<file path="config.mk">
export PLATFORM = sky130hd
export DESIGN_NAME = keypad_matrix_scanner
export DESIGN_NICKNAME = d
export VERILOG_FILES = /design/src/rtl/keypad_pkg.sv /design/src/rtl/keypad_fifo.sv /design/src/rtl/keypad_matrix_scanner.sv
export SDC_FILE = /design/constraint.sdc
export NUM_CORES = 1
export LEC_CHECK = 0
export ABC_AREA = 1
export CAP_MARGIN = 15
export CORE_UTILIZATION = 50
export DETAILED_ROUTE_END_ITERATION = 8
export DONT_BUFFER_PORTS = 1
export GPL_ROUTABILITY_DRIVEN = 0
export GPL_TIMING_DRIVEN = 0
export PLACE_DENSITY = 0.65
export SETUP_SLACK_MARGIN = 0.15
export SLEW_MARGIN = 20
export SYNTH_ARGS = -nofsm -noshare
export SYNTH_HDL_FRONTEND = slang
export SYNTH_HIERARCHICAL = 1
export SYNTH_SLANG_ARGS = --single-unit
</file>
<file path="constraint.sdc">
create_clock -name clk -period 2.7 [get_ports clk]
set_input_delay 0.27 -clock clk [delete_from_list [all_inputs] [get_ports clk]]
set_output_delay 0.27 -clock clk [all_outputs]
set_load 0.01 [all_outputs]
</file>
<file path="src/rtl/keypad_pkg.sv">
// keypad_pkg: shared types and sizing helpers for the keypad matrix scanner.
package keypad_pkg;
  typedef enum logic [1:0] {IDLE, PRESS_DB, HELD, RELEASE_DB} db_state_e;
  typedef enum logic [1:0] {FR_NONE, FR_SINGLE, FR_MULTI} frame_e;
  function automatic int code_width(input int rows, input int cols);
    int w;
    w = $clog2(rows * cols);
    return w < 1 ? 1 : w;
  endfunction
endpackage

</file>
<file path="src/rtl/keypad_fifo.sv">
// keypad_fifo: small key-code queue with sticky overflow on dropped pushes.
module keypad_fifo #(
  parameter int W     = 4,
  parameter int DEPTH = 4
) (
  input  logic         clk,
  input  logic         rst,
  input  logic         push_i,
  input  logic [W-1:0] data_i,
  input  logic         pop_i,
  input  logic         clr_i,
  output logic [W-1:0] data_o,
  output logic         valid_o,
  output logic         ovf_o
);
  localparam int AW = $clog2(DEPTH);
  logic [W-1:0] mem_q [DEPTH];
  logic [AW-1:0] wr_q, rd_q;
  logic [AW:0] cnt_q;
  logic ovf_q, empty, full, do_pop, do_push, drop;
  assign empty   = cnt_q == '0;
  assign full    = cnt_q == (AW+1)'(DEPTH);
  assign do_pop  = pop_i && !empty;
  // A pop on the same edge frees a slot, so a push while full still lands
  assign do_push = push_i && (!full || do_pop);
  assign drop    = push_i && full && !do_pop;
  assign data_o  = empty ? '0 : mem_q[rd_q];
  assign valid_o = !empty;
  assign ovf_o   = ovf_q;
  always_ff @(posedge clk)
    if (do_push) mem_q[wr_q] <= data_i;
  always_ff @(posedge clk or negedge rst)
    if (!rst) begin
      wr_q  <= '0;
      rd_q  <= '0;
      cnt_q <= '0;
      ovf_q <= 1'b0;
    end else begin
      wr_q  <= wr_q + AW'(do_push);
      rd_q  <= rd_q + AW'(do_pop);
      cnt_q <= cnt_q + (AW+1)'(do_push) - (AW+1)'(do_pop);
      ovf_q <= drop ? 1'b1 : clr_i ? 1'b0 : ovf_q;
    end
endmodule

</file>
<file path="src/rtl/keypad_matrix_scanner.sv">
// keypad_matrix_scanner: row-scanned key matrix with frame-level debounce
// and a queued key-code output.
module keypad_matrix_scanner
  import keypad_pkg::*;
#(
  parameter int ROWS       = 4,
  parameter int COLS       = 4,
  parameter int DWELL      = 50000,
  parameter int DEBOUNCE   = 4,
  parameter int FIFO_DEPTH = 4
) (
  input  logic                                clk,
  input  logic                                rst,
  input  logic [COLS-1:0]                     columnas,
  output logic [ROWS-1:0]                     filas,
  output logic [code_width(ROWS, COLS)-1:0]   key_code,
  output logic                                key_valid,
  input  logic                                key_ready,
  output logic                                key_held,
  output logic                                overflow,
  input  logic                                ovf_clear
);
  localparam int CW = code_width(ROWS, COLS);
  localparam int RW = ROWS > 1 ? $clog2(ROWS) : 1;
  localparam int DW = $clog2(DWELL);
  localparam int NW = $clog2(DEBOUNCE + 1);
  logic [COLS-1:0] sync1_q, sync2_q;
  logic [RW-1:0] row_q;
  logic [DW-1:0] dwell_q;
  logic [1:0] acc_n_q, row_n, tot_n;
  logic [2:0] sum_n;
  logic [CW-1:0] acc_code_q, row_code, tot_code, code_q;
  logic row_end, frame_end, push_q, held_q;
  logic [NW-1:0] cnt_q;
  db_state_e state_q;
  frame_e frame;
  assign row_end   = dwell_q == DW'(DWELL - 1);
  assign frame_end = row_end && row_q == RW'(ROWS - 1);
  assign filas     = ROWS'(1) << row_q;
  assign key_held  = held_q;
  // Bit counts saturate at 2: only none/one/many matters for classification
  always_comb begin
    row_n    = '0;
    row_code = '0;
    for (int c = 0; c < COLS; c++)
      if (sync2_q[c]) begin
        row_n    = row_n == 2'd0 ? 2'd1 : 2'd2;
        row_code = CW'(int'(row_q) * COLS + c);
      end
    sum_n    = {1'b0, acc_n_q} + {1'b0, row_n};
    tot_n    = sum_n > 3'd1 ? 2'd2 : sum_n[1:0];
    tot_code = row_n != 2'd0 ? row_code : acc_code_q;
    frame    = tot_n == 2'd0 ? FR_NONE : tot_n == 2'd1 ? FR_SINGLE : FR_MULTI;
  end
  always_ff @(posedge clk or negedge rst)
    if (!rst) begin
      sync1_q    <= '0;
      sync2_q    <= '0;
      row_q      <= '0;
      dwell_q    <= '0;
      acc_n_q    <= '0;
      acc_code_q <= '0;
    end else begin
      sync1_q <= columnas;
      sync2_q <= sync1_q;
      dwell_q <= row_end ? '0 : dwell_q + 1'b1;
      if (row_end) begin
        row_q      <= row_q == RW'(ROWS - 1) ? '0 : row_q + 1'b1;
        acc_n_q    <= frame_end ? '0 : tot_n;
        acc_code_q <= frame_end ? '0 : tot_code;
      end
    end
  always_ff @(posedge clk or negedge rst)
    if (!rst) begin
      state_q <= IDLE;
      cnt_q   <= '0;
      code_q  <= '0;
      push_q  <= 1'b0;
      held_q  <= 1'b0;
    end else begin
      push_q <= 1'b0;
      if (frame_end)
        case (state_q)
          IDLE:
            if (frame == FR_SINGLE) begin
              code_q <= tot_code;
              if (DEBOUNCE == 1) begin
                push_q  <= 1'b1;
                held_q  <= 1'b1;
                state_q <= HELD;
                cnt_q   <= '0;
              end else begin
                state_q <= PRESS_DB;
                cnt_q   <= NW'(1);
              end
            end
          PRESS_DB:
            if (frame == FR_SINGLE && tot_code == code_q) begin
              if (cnt_q == NW'(DEBOUNCE - 1)) begin
                push_q  <= 1'b1;
                held_q  <= 1'b1;
                state_q <= HELD;
                cnt_q   <= '0;
              end else cnt_q <= cnt_q + 1'b1;
            end else begin
              state_q <= IDLE;
              cnt_q   <= '0;
            end
          HELD:
            if (frame == FR_NONE) begin
              if (DEBOUNCE == 1) begin
                held_q  <= 1'b0;
                state_q <= IDLE;
                cnt_q   <= '0;
              end else begin
                state_q <= RELEASE_DB;
                cnt_q   <= NW'(1);
              end
            end
          RELEASE_DB:
            if (frame == FR_NONE) begin
              if (cnt_q == NW'(DEBOUNCE - 1)) begin
                held_q  <= 1'b0;
                state_q <= IDLE;
                cnt_q   <= '0;
              end else cnt_q <= cnt_q + 1'b1;
            end else begin
              state_q <= HELD;
              cnt_q   <= '0;
            end
          default: state_q <= IDLE;
        endcase
    end
  keypad_fifo #(.W(CW), .DEPTH(FIFO_DEPTH)) u_fifo (
    .clk    (clk),
    .rst    (rst),
    .push_i (push_q),
    .data_i (code_q),
    .pop_i  (key_ready),
    .clr_i  (ovf_clear),
    .data_o (key_code),
    .valid_o(key_valid),
    .ovf_o  (overflow)
  );
endmodule

</file>
After elaboration in Yosys (flattened, before gate mapping)

Memories as Yosys holds them, arrays and structs flattened.
Index checks and enable logic that the tools add are counted.

Mux-type cells: 46
Reduce and logical (&&, ||, !) cells: 24
Magnitude comparators: 1
Shift-type cells: 1
Add/sub/neg operators: 11
Equal/unequal tests: 18

Operators with widths:

| cell                                                 | count |
|---|---|
| two-way mux 2 bit                                    | 17 |
| two-way mux 4 bit                                    | 7 |
| adder 16 x 1 -> 16 bit (second input constant)       | 1 |
| equality test 16 bit (second input constant)         | 1 |
| two-way mux 16 bit                                   | 1 |
| two-way mux 3 bit                                    | 5 |
| two-way mux 1 bit                                    | 13 |
| zero test 2 bit                                      | 6 |
| inequality test 2 bit (second input constant)        | 6 |
| case mux 3 bit (4 select lines)                      | 1 |
| adder 4 x 2 -> 4 bit (second input constant)         | 2 |
| case mux 2 bit (4 select lines)                      | 1 |
| equality test 2 x 1 -> 1 bit (second input constant) | 3 |
| equality test 2 bit (second input constant)          | 3 |
| logical AND 1 bit                                    | 6 |
| inequality test 3 bit (second input constant)        | 2 |
| AND reduction 3 bit                                  | 2 |
| AND reduction 6 bit                                  | 1 |
| nonzero test 2 bit                                   | 3 |
| AND reduction 5 bit                                  | 1 |
| adder 2 x 1 -> 2 bit                                 | 2 |
| adder 4 x 1 -> 4 bit (second input constant)         | 1 |
| equality test 4 bit                                  | 1 |
| left shift 1 x 2 -> 4 bit (first input constant)     | 1 |
| 12 further kinds                                     | 14 |

Memories: 1
RAM bits: 16
Input bits: 8
Word-level logic and storage cells: 117
Register bits after elaboration: 51
Output and inout bits: 11

Memories:

| name         | depth | width | read ports | clocked after memory_dff | write ports | RTL line          | text |
|---|---|---|---|---|---|---|---|
| u_fifo.mem_q | 4     | 4     | 1          | 0                        | 1           | keypad_fifo.sv:17 | `logic [W-1:0] mem_q [DEPTH];` |

Logic depth before layout (Yosys ltp)

Depth after elaboration: 21
Depth in mapped cells: 19
Mapped depth without buffers: 19

Modules after synthesis

Netlist, hierarchy kept.

By module, submodules not included:

| module                | seq. area each (sq um) | area an instance (sq um) | times used | cells each |
|---|---|---|---|---|
| keypad_matrix_scanner | 1076.0                 | 2324.7                   | 1          | 289 |
| keypad_fifo           | 680.7                  | 1101.1                   | 1          | 107 |

Worst setup path before layout

OpenSTA, ideal clock, no wires.

Path type: register to register
Start point: register sync2_q[1]
End point: register state_q[1]
Slack: -78 ps
Data arrival time: 2660 ps
Period minus slack after synthesis: 2778 ps
Buffers on the path: 0
Stages on the path, launching flop included: 18
Setup time: 117 ps
Required time: 2583 ps
Cell sequence: dfrtp_1 -> inv_1 -> ha_1 -> nor2_1 -> nand3_1 -> nand2_1 -> ha_1 -> inv_1 -> fa_1 -> nand2_1 -> nor2_1 -> inv_1 -> nand2_1 -> o21ai_0 -> a21oi_2 -> nand3_1 -> nand2_1 -> nand2_1

Longest elaborated chain between the ends: 17
Elaborated cells between the ends (all ways): 31
Classes of those cells: 1 x add/sub; 1 x order compare; 7 x eq/ne; 15 x mux; 7 x reduce/logical

Ends and longest elaborated chain:

| element                                                                                        | RTL line                                                 | text |
|---|---|---|
| start: declaration                                                                             | keypad_matrix_scanner.sv:27                              | `logic [COLS-1:0] sync1_q, sync2_q;` |
| start signal: assignment                                                                       | keypad_matrix_scanner.sv:65                              | `sync2_q <= sync1_q;` |
| two-way mux 2 bit                                                                              | keypad_matrix_scanner.sv:46                              | `if (sync2_q[c]) begin` |
| zero test 2 bit                                                                                | keypad_matrix_scanner.sv:47                              | `row_n = row_n == 2'd0 ? 2'd1 : 2'd2;` |
| two-way mux 2 bit                                                                              | keypad_matrix_scanner.sv:47                              |  |
| two-way mux 2 bit                                                                              | keypad_matrix_scanner.sv:46                              |  |
| zero test 2 bit                                                                                | keypad_matrix_scanner.sv:47                              |  |
| two-way mux 2 bit                                                                              | keypad_matrix_scanner.sv:47                              |  |
| two-way mux 2 bit                                                                              | keypad_matrix_scanner.sv:46                              |  |
| adder 2 x 2 -> 3 bit                                                                           | keypad_matrix_scanner.sv:50                              | `sum_n = {1'b0, acc_n_q} + {1'b0, row_n};` |
| > comparator 3 x 1 -> 1 bit                                                                    | keypad_matrix_scanner.sv:51                              | `tot_n = sum_n > 3'd1 ? 2'd2 : sum_n[1:0];` |
| two-way mux 2 bit                                                                              | keypad_matrix_scanner.sv:51                              |  |
| equality test 2 x 1 -> 1 bit                                                                   | keypad_matrix_scanner.sv:53                              | `frame = tot_n == 2'd0 ? FR_NONE : tot_n == 2'd1 ? FR_SINGLE : FR_MULTI;` |
| two-way mux 2 bit (2 in series)                                                                | keypad_matrix_scanner.sv:53                              |  |
| equality test 2 x 1 -> 1 bit                                                                   | keypad_matrix_scanner.sv:85, keypad_matrix_scanner.sv:98 |  |
| logical AND 1 bit                                                                              | keypad_matrix_scanner.sv:98                              | `if (frame == FR_SINGLE && tot_code == code_q) begin` |
| inequality test 3 bit (no source line) / two-way mux 2 bit (equally long branches)             | -                                                        |  |
| AND reduction 5 bit (no source line) / case mux 2 bit (4 select lines) (equally long branches) | -                                                        |  |
| end signal: assignment                                                                         | keypad_matrix_scanner.sv:90                              | `state_q <= HELD;` |
| end signal: assignment                                                                         | keypad_matrix_scanner.sv:93                              | `state_q <= PRESS_DB;` |
| end signal: assignment                                                                         | keypad_matrix_scanner.sv:102                             | `state_q <= HELD;` |
| end: declaration                                                                               | keypad_matrix_scanner.sv:35                              | `db_state_e state_q;` |

Parallel ways exist; a longest one is shown, timed or not.
A chain may end at the register's enable or synchronous reset.

Worst setup path in the final report

Same ends and word-level chain as after synthesis.

==> results.sh <==
export IMPL_grt_pass1_wl_microns=11190
export IMPL_cp_end_kind="flip-flop"
export IMPL_slew_viol_final=0
export IMPL_grtUsageTotal_pct=20.21
export IMPL_r2r_start="sync2_q[1]"
export IMPL_hold_ws_ns=0.03453
export IMPL_cts_root_buffer="clkbuf_8"
export IMPL_via_per_inst=4.998
export IMPL_finalHoldViolCount=0
export IMPL_syn_avg_cell_area_sq_um=8.651
export IMPL_yosysSeqAreaShare_pct=51.28
export IMPL_layout_commonest_cell="nand2_1"
export IMPL_p_seq_share_pct=44.6
export IMPL_overflow=0
export IMPL_skew_ns=0.01033
export IMPL_clk_latency_ns=0.34
export IMPL_switchingPower_uw=703.2
export IMPL_synth_seq_cells=67
export IMPL_hold_depth=1
export IMPL_synth_largest_area_cell="dfrtp_1"
export IMPL_yosysWarnings=6
export IMPL_fin_crit_ns=2.625
export IMPL_drt_iter0_markers=98
export IMPL_die_y_microns=84.78
export IMPL_top_layer="met4"
export IMPL_start_kind="flip-flop"
export IMPL_cp_arrival_ns=2.91
export IMPL_hp_start="ovf_clear"
export IMPL_n_antenna_cell=0
export IMPL_crit_type="flip-flop to flip-flop"
export IMPL_wl_met2_microns=3201
export IMPL_power_leakage_nw=1.947
export IMPL_drtAntennaViolNets=0
export IMPL_wl_per_cell_microns=12.27
export IMPL_clkSinkCount=67
export IMPL_n_fill_cell=536
export IMPL_antenna_found_initial=0
export IMPL_cp_common_cell="inv_2"
export IMPL_hpwl_microns=4286
export IMPL_drcViolationCount=0
export IMPL_critPathBufInv=4
export IMPL_max_freq_mhz=381.0
export IMPL_worst_pin_slew_ns=0.5951
export IMPL_max_stage_delay_ns=0.48
export IMPL_p_int_mw=1.837
export IMPL_grt_pass1_vias=2560
export IMPL_ios=19
export IMPL_fp_dieW_microns=84.78
export IMPL_min_to="u_fifo/ovf_o"
export IMPL_dr_wl_met3_microns=213
export IMPL_critPathTopFamily="adder cells"
export IMPL_cts_tree="done"
export IMPL_htreeDepth=3
export IMPL_synth_cell_type_count=34
export IMPL_clkTransAtPathRegs_ns=0.07
export IMPL_setup_tns_ns=0
export IMPL_worstRegToRegCells=17
export IMPL_fin_util_pct=63.30
export IMPL_clk_path_buf_depth=2
export IMPL_reg2reg_to="state_q[1]"
export IMPL_power_frac_comb_pct=18.1
export IMPL_power_density_nw_per_um2=617.8
export IMPL_ys_top_cells_by_area="dfrtp_1 37%, edfxtp_1 14%, nand2_1 9.3%"
export IMPL_wl_met1_microns=2785
export IMPL_cp_cell_sequence="inv_2 -> ha_4 -> nor2_4 -> nand3_4 -> nand2_4 -> ha_4 -> inv_2 -> fa_1 -> nand2_2 -> nor2_4 -> inv_2 -> nand2_2 -> o21ai_2 -> a21oi_2 -> buf_4 -> nand3_1 -> nand2_1"
export IMPL_syn_inst=396
export IMPL_place_port_buffers=0
export IMPL_firstDrtPassIters=4
export IMPL_maxCapViolCount=0
export IMPL_core_sq_um=6495
export IMPL_drive_gt1_share_pct=19.82
export IMPL_numCtsBuffers=9
export IMPL_switching_share_pct=27.69
export IMPL_r2r_slack_ns=0.08
export IMPL_syn_nets=421
export IMPL_synth_top_cell_area_share_pct=37.25
export IMPL_slew_headroom_pct=59.96
export IMPL_finalPower_mw=2.540
export IMPL_grt_setup_unrepaired="yes"
export IMPL_initial_core_util_pct=52.75
export IMPL_crit_slowest_cell="fa_1"
export IMPL_cp_required_ns=2.98
export IMPL_syn2layout_area_growth_pct=20.01
export IMPL_nets=459
export IMPL_num_rows=29
export IMPL_setup_viol=0
export IMPL_worstPathMaxFanout=4
export IMPL_fp_dieArea_sq_um=7187
export IMPL_fin_crit_sh_pct=97.21
export IMPL_place_area_sq_um=3572
export IMPL_hold_class="input port to flip-flop"
export IMPL_clock_power_share_pct=37.3
export IMPL_ir_drop_v=0.0003556
export IMPL_final_cell_mix="78 x nand2_1, 72 x inv_1, 51 x dfrtp_1, 29 x nand3_1, 26 x nor2_1"
export IMPL_synth_area_sq_um=3426
export IMPL_status="completed"
export IMPL_grt_max_degree=52
export IMPL_final_cell_area_sq_um=4111
export IMPL_num_vias=2579
export IMPL_routed_wl_microns=6331
==> worst max-delay path by stage <==
stage                from    endpoint  depth (start not counted)
6_report       sync2_q[1]  state_q[1]                         17
5_1_grt        sync2_q[0]  state_q[0]                         17
3_5_place_dp   sync2_q[1]  state_q[1]                         17
4_1_cts        sync2_q[0]  state_q[0]                         18
3_3_place_gp   sync2_q[1]  state_q[1]                         17
2_1_floorplan  sync2_q[0]  state_q[1]                         17
==> routing by layer <==
layer	global-route usage, %	up-vias
li1	-	1337
met3	4.916	13
met2	35.48	42
met1	23.34	1187
met4	9.399	0
met5	0	-
==> registers in the layout, summed over array words and instances (netlist names), 3 cells and up <==
name	cells
dwell_q	16
sync1_q	4
u_fifo/cnt_q	3
cnt_q	3
sync2_q	4
u_fifo/mem_q	16
acc_code_q	4
code_q	4
==> area by class of cell <==
cell class / instances / area, sq um / area share (%)
timing repair buffer: 27 / 235.2 / 5.721
tap: 77 / 96.34 / 2.343
sequential: 67 / 1757 / 42.73
multi-input combinational: 244 / 1465 / 35.64
clock inverter: 4 / 72.57 / 1.765
inverter: 82 / 310.3 / 7.547
buffer: 3 / 20.02 / 0.4869
clock buffer: 12 / 155.1 / 3.774
==> power by group through the flow <==
stage                     Sequential, mW  Clock [mW]  Combinational (mW)
final                               1.13       0.948               0.460
after CTS                           1.13       0.963               0.457
after global routing                1.14        1.02               0.524
after global placement              1.15           0               0.378
after floorplan                     1.14           0               0.336
after detailed placement            1.15           0               0.395
==> cell usage after synthesis <==
master	n
a21boi_1	1
nand3b_1	2
nand3_1	32
nor2_2	2
o22ai_1	5
xnor2_1	1
buf_6	1
inv_2	3
nor2_4	2
nand3_4	1
a31oi_1	2
nor3_1	6
inv_4	1
nand4_1	8
nor4_1	2
buf_2	1
a21oi_2	1
o21ai_0	18
ha_1	15
and3_1	1
a21o_1	1
a21oi_1	10
nor2_1	30
nand2_2	7
inv_1	78
nand2_1	85
o31ai_1	1
nand3_2	3
xor2_1	4
nor3_2	2
edfxtp_1	16
fa_1	2
dfrtp_1	51
clkbuf_1	1
==> worst register-to-register path: stages (launching register included) <==
cell and delay, ns:
dfrtp_1 0.40, inv_2 0.10, ha_4 0.22, nor2_4 0.11
nand3_4 0.09, nand2_4 0.10, ha_4 0.12, inv_2 0.03
fa_1 0.48, nand2_2 0.10, nor2_4 0.13, inv_2 0.06
nand2_2 0.06, o21ai_2 0.06, a21oi_2 0.21, buf_4 0.17
nand3_1 0.07, nand2_1 0.06
==> logic make-up after synthesis <==
| logic type | Yosys count | share of synthesized area (%) |
|---|---|---|
| adder cells (fa/ha/maj) | 17 | 6.647 |
| AO/OA/AOI/OAI | 39 | 6.282 |
| AND/OR/NAND/NOR | 183 | 24.87 |
| buffers and inverters | 85 | 9.642 |
| XOR/XNOR | 5 | 1.278 |
| flip-flops | 67 | 51.28 |
==> per-stage QoR <==
stage,worst slack (ns),cells
3_5_place_dp,-0.2163,473
4_1_cts,0.08941,513
3_3_place_gp,-0.1241,473
2_1_floorplan,0.1260,396
5_1_grt,-0.08819,516
6_report,0.07543,516
==> timing repair <==
action	4_1_cts	5_1_grt
setup buffers	18	3
hold buffers	6	0
endpoints found under the hold margin	55	0
gates resized for setup	11	12
setup endpoints to repair	11	11
pin swaps	12	8
Note: power is estimated with default switching activity, not from simulation.
